--- src/rtl/ifid_reg.sv ---
// ifid_reg: fetch/decode pipeline register with stall, flush, AdEL detection and perf counters
module ifid_reg #(
    parameter logic [31:0] IM_BASE  = 32'h00003000,
    parameter int          IM_WORDS = 4096,
    parameter logic [31:0] NOP_WORD = 32'h00000000
) (
    input  logic        clk,
    input  logic        reset,
    input  logic        stall,
    input  logic        flush,
    input  logic [31:0] instr_f,
    input  logic [31:0] pc_f,
    input  logic [31:0] pc4_f,
    output logic [31:0] instr_d,
    output logic [31:0] pc_d,
    output logic [31:0] pc4_d,
    output logic        valid_d,
    output logic        adel_d,
    output logic [31:0] fetch_cnt,
    output logic [31:0] stall_cnt
);
    logic [32:0] im_end;
    logic        adel_f;
    assign im_end = {1'b0, IM_BASE} + 33'(IM_WORDS) * 33'd4;
    assign adel_f = (pc_f[1:0] != 2'b00) || (pc_f < IM_BASE) || ({1'b0, pc_f} >= im_end);
    always_ff @(posedge clk) begin
        if (!reset) begin
            instr_d   <= NOP_WORD;
            pc_d      <= IM_BASE;
            pc4_d     <= IM_BASE + 32'd4;
            valid_d   <= 1'b0;
            adel_d    <= 1'b0;
            fetch_cnt <= '0;
            stall_cnt <= '0;
        end else if (stall) begin
            stall_cnt <= stall_cnt + 32'd1;
        end else begin
            pc_d      <= pc_f;
            pc4_d     <= pc4_f;
            valid_d   <= !flush;
            adel_d    <= !flush && adel_f;
            instr_d   <= (flush || adel_f) ? NOP_WORD : instr_f;
            fetch_cnt <= flush ? fetch_cnt : fetch_cnt + 32'd1;
        end
    end
endmodule

--- config.mk ---
export PLATFORM = sky130hd
export DESIGN_NAME = ifid_reg
export DESIGN_NICKNAME = d
export VERILOG_FILES = /design/src/rtl/ifid_reg.sv
export SDC_FILE = /design/constraint.sdc
export NUM_CORES = 1
export LEC_CHECK = 0
export CORE_MARGIN = 1
export CORE_UTILIZATION = 44
export CTS_CLUSTER_DIAMETER = 120
export CTS_CLUSTER_SIZE = 20
export DETAILED_ROUTE_END_ITERATION = 8
export MAX_ROUTING_LAYER = met4
export PLACE_DENSITY = 0.81
export SYNTH_ARGS = -nofsm -noshare
export SYNTH_HDL_FRONTEND = slang
export SYNTH_SLANG_ARGS = --single-unit
--- constraint.sdc ---
create_clock -name clk -period 2.4 [get_ports clk]
set_input_delay 0.48 -clock clk [delete_from_list [all_inputs] [get_ports clk]]
set_output_delay 0.48 -clock clk [all_outputs]
set_load 0.02 [all_outputs]
# Word level (Yosys, flattened, before mapping)
# Index checks and enable logic that the tools add are counted.
# Widths: inputs -> output; s select.
# totals
reg_bits	162
in_bits	100
output_inout_bits	162
elab_cells	21
# classes
addsub	2
n_lt_le_gt_ge	2
muxes	1
bitwise	2
reduce_logical	7
# ops
operator	n
$add 32x1->32 const B	2
$ge 32x15->1 const B	1
$lt 32x14->1 const B	1
$mux 32	1
$logic_or 1x1->1	3
$not 1->1	2
$reduce_and 2->1	1
$reduce_bool 2->1	1
$logic_and 1x1->1	1
$logic_not 1->1	1

# Logic depth before layout (Yosys ltp)
# logic_depth
word_depth	5
ltp_mapped	8
depth_no_buf	5

# Least setup slack after synthesis
# OpenSTA, ideal clock, no wires.
# synth_path
path_type	register -> register
start	register stall_cnt[0]
end	register stall_cnt[26]
setup_ns	0.072
arrival_time_ns	2.094
required_time_ns	2.328
setup_slack_ns	0.235
stages_incl_launch_ff	8
n_path_buf	2
synth_period_minus_slack_ns	2.165
path_cell_list	dfxtp_1 > ha_1 > inv_1 > or4_1 > buf_2 > buf_2 > nor4_2 > mux2i_1
# synth_via
elab_chain_len	1
# synth_rtl
item	line	text
from (decl)	20	output logic [31:0] stall_cnt
from (signal assigned)	36	stall_cnt <= stall_cnt + 32'd1;
$add 32x1->32	36	
# Every way passes these cells.
# A chain may end at the register's enable or synchronous reset.

# Worst setup path after layout
# layout_path
start	register fetch_cnt[11]
end	register fetch_cnt[30]
# layout_via
elab_chain_len	1
# layout_rtl
item	line	text
from (decl)	19	output logic [31:0] fetch_cnt,
from (signal assigned)	43	fetch_cnt <= flush ? fetch_cnt : fetch_cnt + 32'd1;
$add 32x1->32	43	
# Every way passes these cells.

==> run_results.csv <==
group,metric,value,unit
clock_tree,ctsResizeCount,0,
worst_setup_path,r2r_end,"fetch_cnt[30]$_SDFFE_PN0P_",
yosys,ys_seq_area_share,48.74,%
clock_tree,cts.sinks,162,
worst_setup_path,r2r-start,"fetch_cnt[11]$_SDFFE_PN0P_",
grt,grt_max_degree,91,
yosys,synth-main-ff-cell,"dfxtp_1",
grt,gr-usage-met2,40.09,%
grt,antenna_found_initial,0,
yosys,synth-edff-count,0,
outcome,status,"complete, but fails checks",
worst_setup_path,worst-endpoint-required,2.74,ns
yosys,synth_area_leader_cell,"dfxtp_1",
sta,fin_setup_tns,0,ns
yosys,syn_inst,725,
worst_setup_path,r2r_slack,0.25,ns
flow_run,cap_violations,0,
pwr,power.density,607.1,mW/mm^2
worst_setup_path,cp.depth,4,
sta,post-route-period-util,89.78,%
sta,skew,0.006641,ns
grt,use_met1,28.44,%
detailed_routing,final_antenna_net_count,0,
pwr,combPwrFrac,11.0,%
yosys,synth-seq-cells,162,
cells_and_area,syn2layout_area_growth,50.51,%
clock_tree,cts_tree,"built",
worst_setup_path,crit_family,"simple AND/OR/NAND/NOR gates",
worst_setup_path,rr_worst_depth,4,
detailed_routing,vias,6218,
cells_and_area,layout-drive-gt1-share,5.493,%
clock_tree,cts_setup_buffers,0,
clock_tree,clk_path_buf_depth,2,
pwr,swShare,23.29,%
clock_tree,cts_inserted_buffers,17,
sta,relSlewSlack,35.76,%
yosys,synth_area_leaders,"dfxtp_1 49%, mux2i_1 11%, nor2_1 4.7%",
worst_setup_path,cp-startpoint,"fetch_cnt[11]$_SDFFE_PN0P_",
worst_setup_path,path_buf_inv,0,
yosys,async_flop_share,0,%
hold_path,worstHoldPathType,"register to register",
worst_setup_path,path_max_fanout,14,
worst_setup_path,cp_slowest_stage_delay,0.78,ns
grt,grt-busiest-layer,"met2",
sta,setup_violations,0,
grt,grtUsageTotal,24.66,%
detailed_routing,drtIter0Drc,511,
cells_and_area,final_common_cell,"clkdlybuf4s50_1",
clock_tree,clock-root-buffer,"clkbuf_16",
yosys,syn_area_per_cell,9.178,sq um
placed_design,gp_congestion,0.7901,
detailed_routing,routed_wl,18520,um
placed_design,preCtsSetupSlack,0.002804,ns
grt,grt_pass1_vias,5855,
grt,grt_first_pass_wirelength,29930,um
sta,worstMarginPinSlew,0.9636,ns
pwr,p_int,4664,uW
die,start_util,45.44,%
die,core,0.01464,sq mm
die,io_pins,262,
clock_tree,clock_latency,0.41,ns
cells_and_area,diodes,0,
sta,hold_violations,0,
detailed_routing,via_per_inst,5.328,
sta,fin_ws,0.2453,ns
clock_tree,h-tree-depth,4,
pwr,p_leak,0.003617,uW
worst_setup_path,endpoint,"fetch_cnt[30]$_SDFFE_PN0P_",
pwr,power_frac_clock,42.9,%
die,dieArea,0.01562,sq mm
grt,overflow,0,
worst_setup_path,crit_path_end_kind,"register",
placed_design,portBuffers,261,
detailed_routing,firstDrtPassIters,8,
yosys,synthDistinctLibCells,35,
die,rows,44,
worst_setup_path,cp-start-kind,"register",
die,fp.dieW,125.0,um
placed_design,hpwlAfterDp,12820,um
worst_setup_path,crit_path_top_delay_cell,"or4_1",
cells_and_area,nets,1073,
sta,slew_viol_final,0,
outcome,violations,"design-rule violations",
grt,grt_util_met3,7.488,%
yosys,synth_top_area_share,48.74,%
die,die_h,125.0,um
worst_setup_path,path_cells,"nand4_1, or4_1, or4_1, a21oi_1",
pwr,ir_drop,0.5156,mV
worst_setup_path,crit_type,"register to register",
clock_tree,postCtsHoldBufs,0,
worst_setup_path,critical_path.most_common_cell,"or4_1",
detailed_routing,routedWlPerCell,15.87,um
sta,min_period,2.155,ns
sta,timing.fmax,464.1,MHz
yosys,syn-num-nets,827,
cells_and_area,mostFrequentLayoutCells,"259 x clkdlybuf4s50_1, 162 x dfxtp_1, 84 x nor2_1",
pwr,p_sw,1416,uW
yosys,yosysWarningCount,0,
pwr,p_seq_share,46.1,%
sta,rsz0062_at_grt,"false",
yosys,syn_area,0.006654,sq mm
detailed_routing,drc_errors,18,
cells_and_area,fillers,1171,
clock_tree,clk_pin_slew_worst_paths,0.06,ns
worst_setup_path,cp.arrival,2.49,ns
## metrics by stage
step | area, sq um | hold slack, ns | cells | utilization [%] | total power [uW]
final | 10010 | 0.4720 | 1167 | 68.39 | 6080
after global routing | 10010 | 0.4934 | 1167 | 68.39 | 6305
after CTS | 10010 | 0.4722 | 1167 | 68.39 | 6132
after detailed placement | 9454 | 0.4642 | 1136 | 64.56 | 3528
after global placement | 9454 | 0.4542 | 1136 | 64.56 | 3520
after floorplan | 6654 | 0.5405 | 725 | - | 3158
## worst register-to-register path: cells and delay by family (launching register included)
kind / cells / cell delay (ns)
AND/OR/NAND/NOR: 3 / 1.51
flip-flops: 1 / 0.43
AO/OA/AOI/OAI: 1 / 0.14
## registers in the layout (all words and copies together) (netlist names)
name / count
pc4_d: 32
stall_cnt: 32
valid_d: 1
instr_d: 32
adel_d: 1
fetch_cnt: 32
pc_d: 32
## metal layers
layer	routed length, um	vias up
li1	-	3084
met1	7707	2910
met2	9108	198
met3	1317	26
met4	389	0
met5	0	-
## cell type report
type                       count  area, sq um  share of cell area (%)
tap                          184        230.2                   2.299
multi-input combinational    501         3164                   31.60
clock inverter                11        113.9                   1.137
sequential                   162         3243                   32.38
inverter                      10        38.79                  0.3873
timing repair buffer         279         2778                   27.74
clock buffer                  20        446.7                   4.460
## kinds of logic (layout without fill, tap and decap cells)
logic type,count (synthesis),in the layout,share of synthesized area [%]
flip-flops,162,162,48.74
XOR/XNOR,21,21,2.764
multiplexers,75,75,11.28
AND/OR/NAND/NOR,302,302,24.73
buffers and inverters,62,320,3.704
adder cells (fa/ha/maj),2,2,0.3760
AO/OA/AOI/OAI,101,101,8.405
## synth_stat cells (14+ instances only)
master	n
a21oi_1	34
nand4_1	15
xor2_1	14
mux2i_1	75
clkbuf_1	35
dfxtp_1	162
nand2_1	40
o31ai_1	19
nand3b_1	32
or4_1	24
o21ai_0	46
nand3_1	49
nor2_1	84
## power by group through the flow
stage	Combinational, uW	Clock, uW	Sequential [uW]
after floorplan	214	0	2940
after global placement	663	0	2860
after detailed placement	668	0	2860
after CTS	672	2660	2800
after global routing	716	2780	2810
final	668	2610	2800
## worst min path at each step
| stage | to | start | depth (start not counted) | slack, ns |
|---|---|---|---|---|
| floorplan | fetch_cnt[31]$_SDFFE_PN0P_ | fetch_cnt[31]$_SDFFE_PN0P_ | 2 | 0.54 |
| global placement | fetch_cnt[31]$_SDFFE_PN0P_ | fetch_cnt[31]$_SDFFE_PN0P_ | 2 | 0.45 |
| detailed placement | pc4_d[2]$_SDFFE_PN1N_ | pc4_d[2]$_SDFFE_PN1N_ | 2 | 0.46 |
| CTS | fetch_cnt[31]$_SDFFE_PN0P_ | fetch_cnt[31]$_SDFFE_PN0P_ | 2 | 0.47 |
| global route | fetch_cnt[31]$_SDFFE_PN0P_ | fetch_cnt[31]$_SDFFE_PN0P_ | 2 | 0.49 |
| finish | fetch_cnt[31]$_SDFFE_PN0P_ | fetch_cnt[31]$_SDFFE_PN0P_ | 2 | 0.47 |
(Power assumes the default switching activity.)
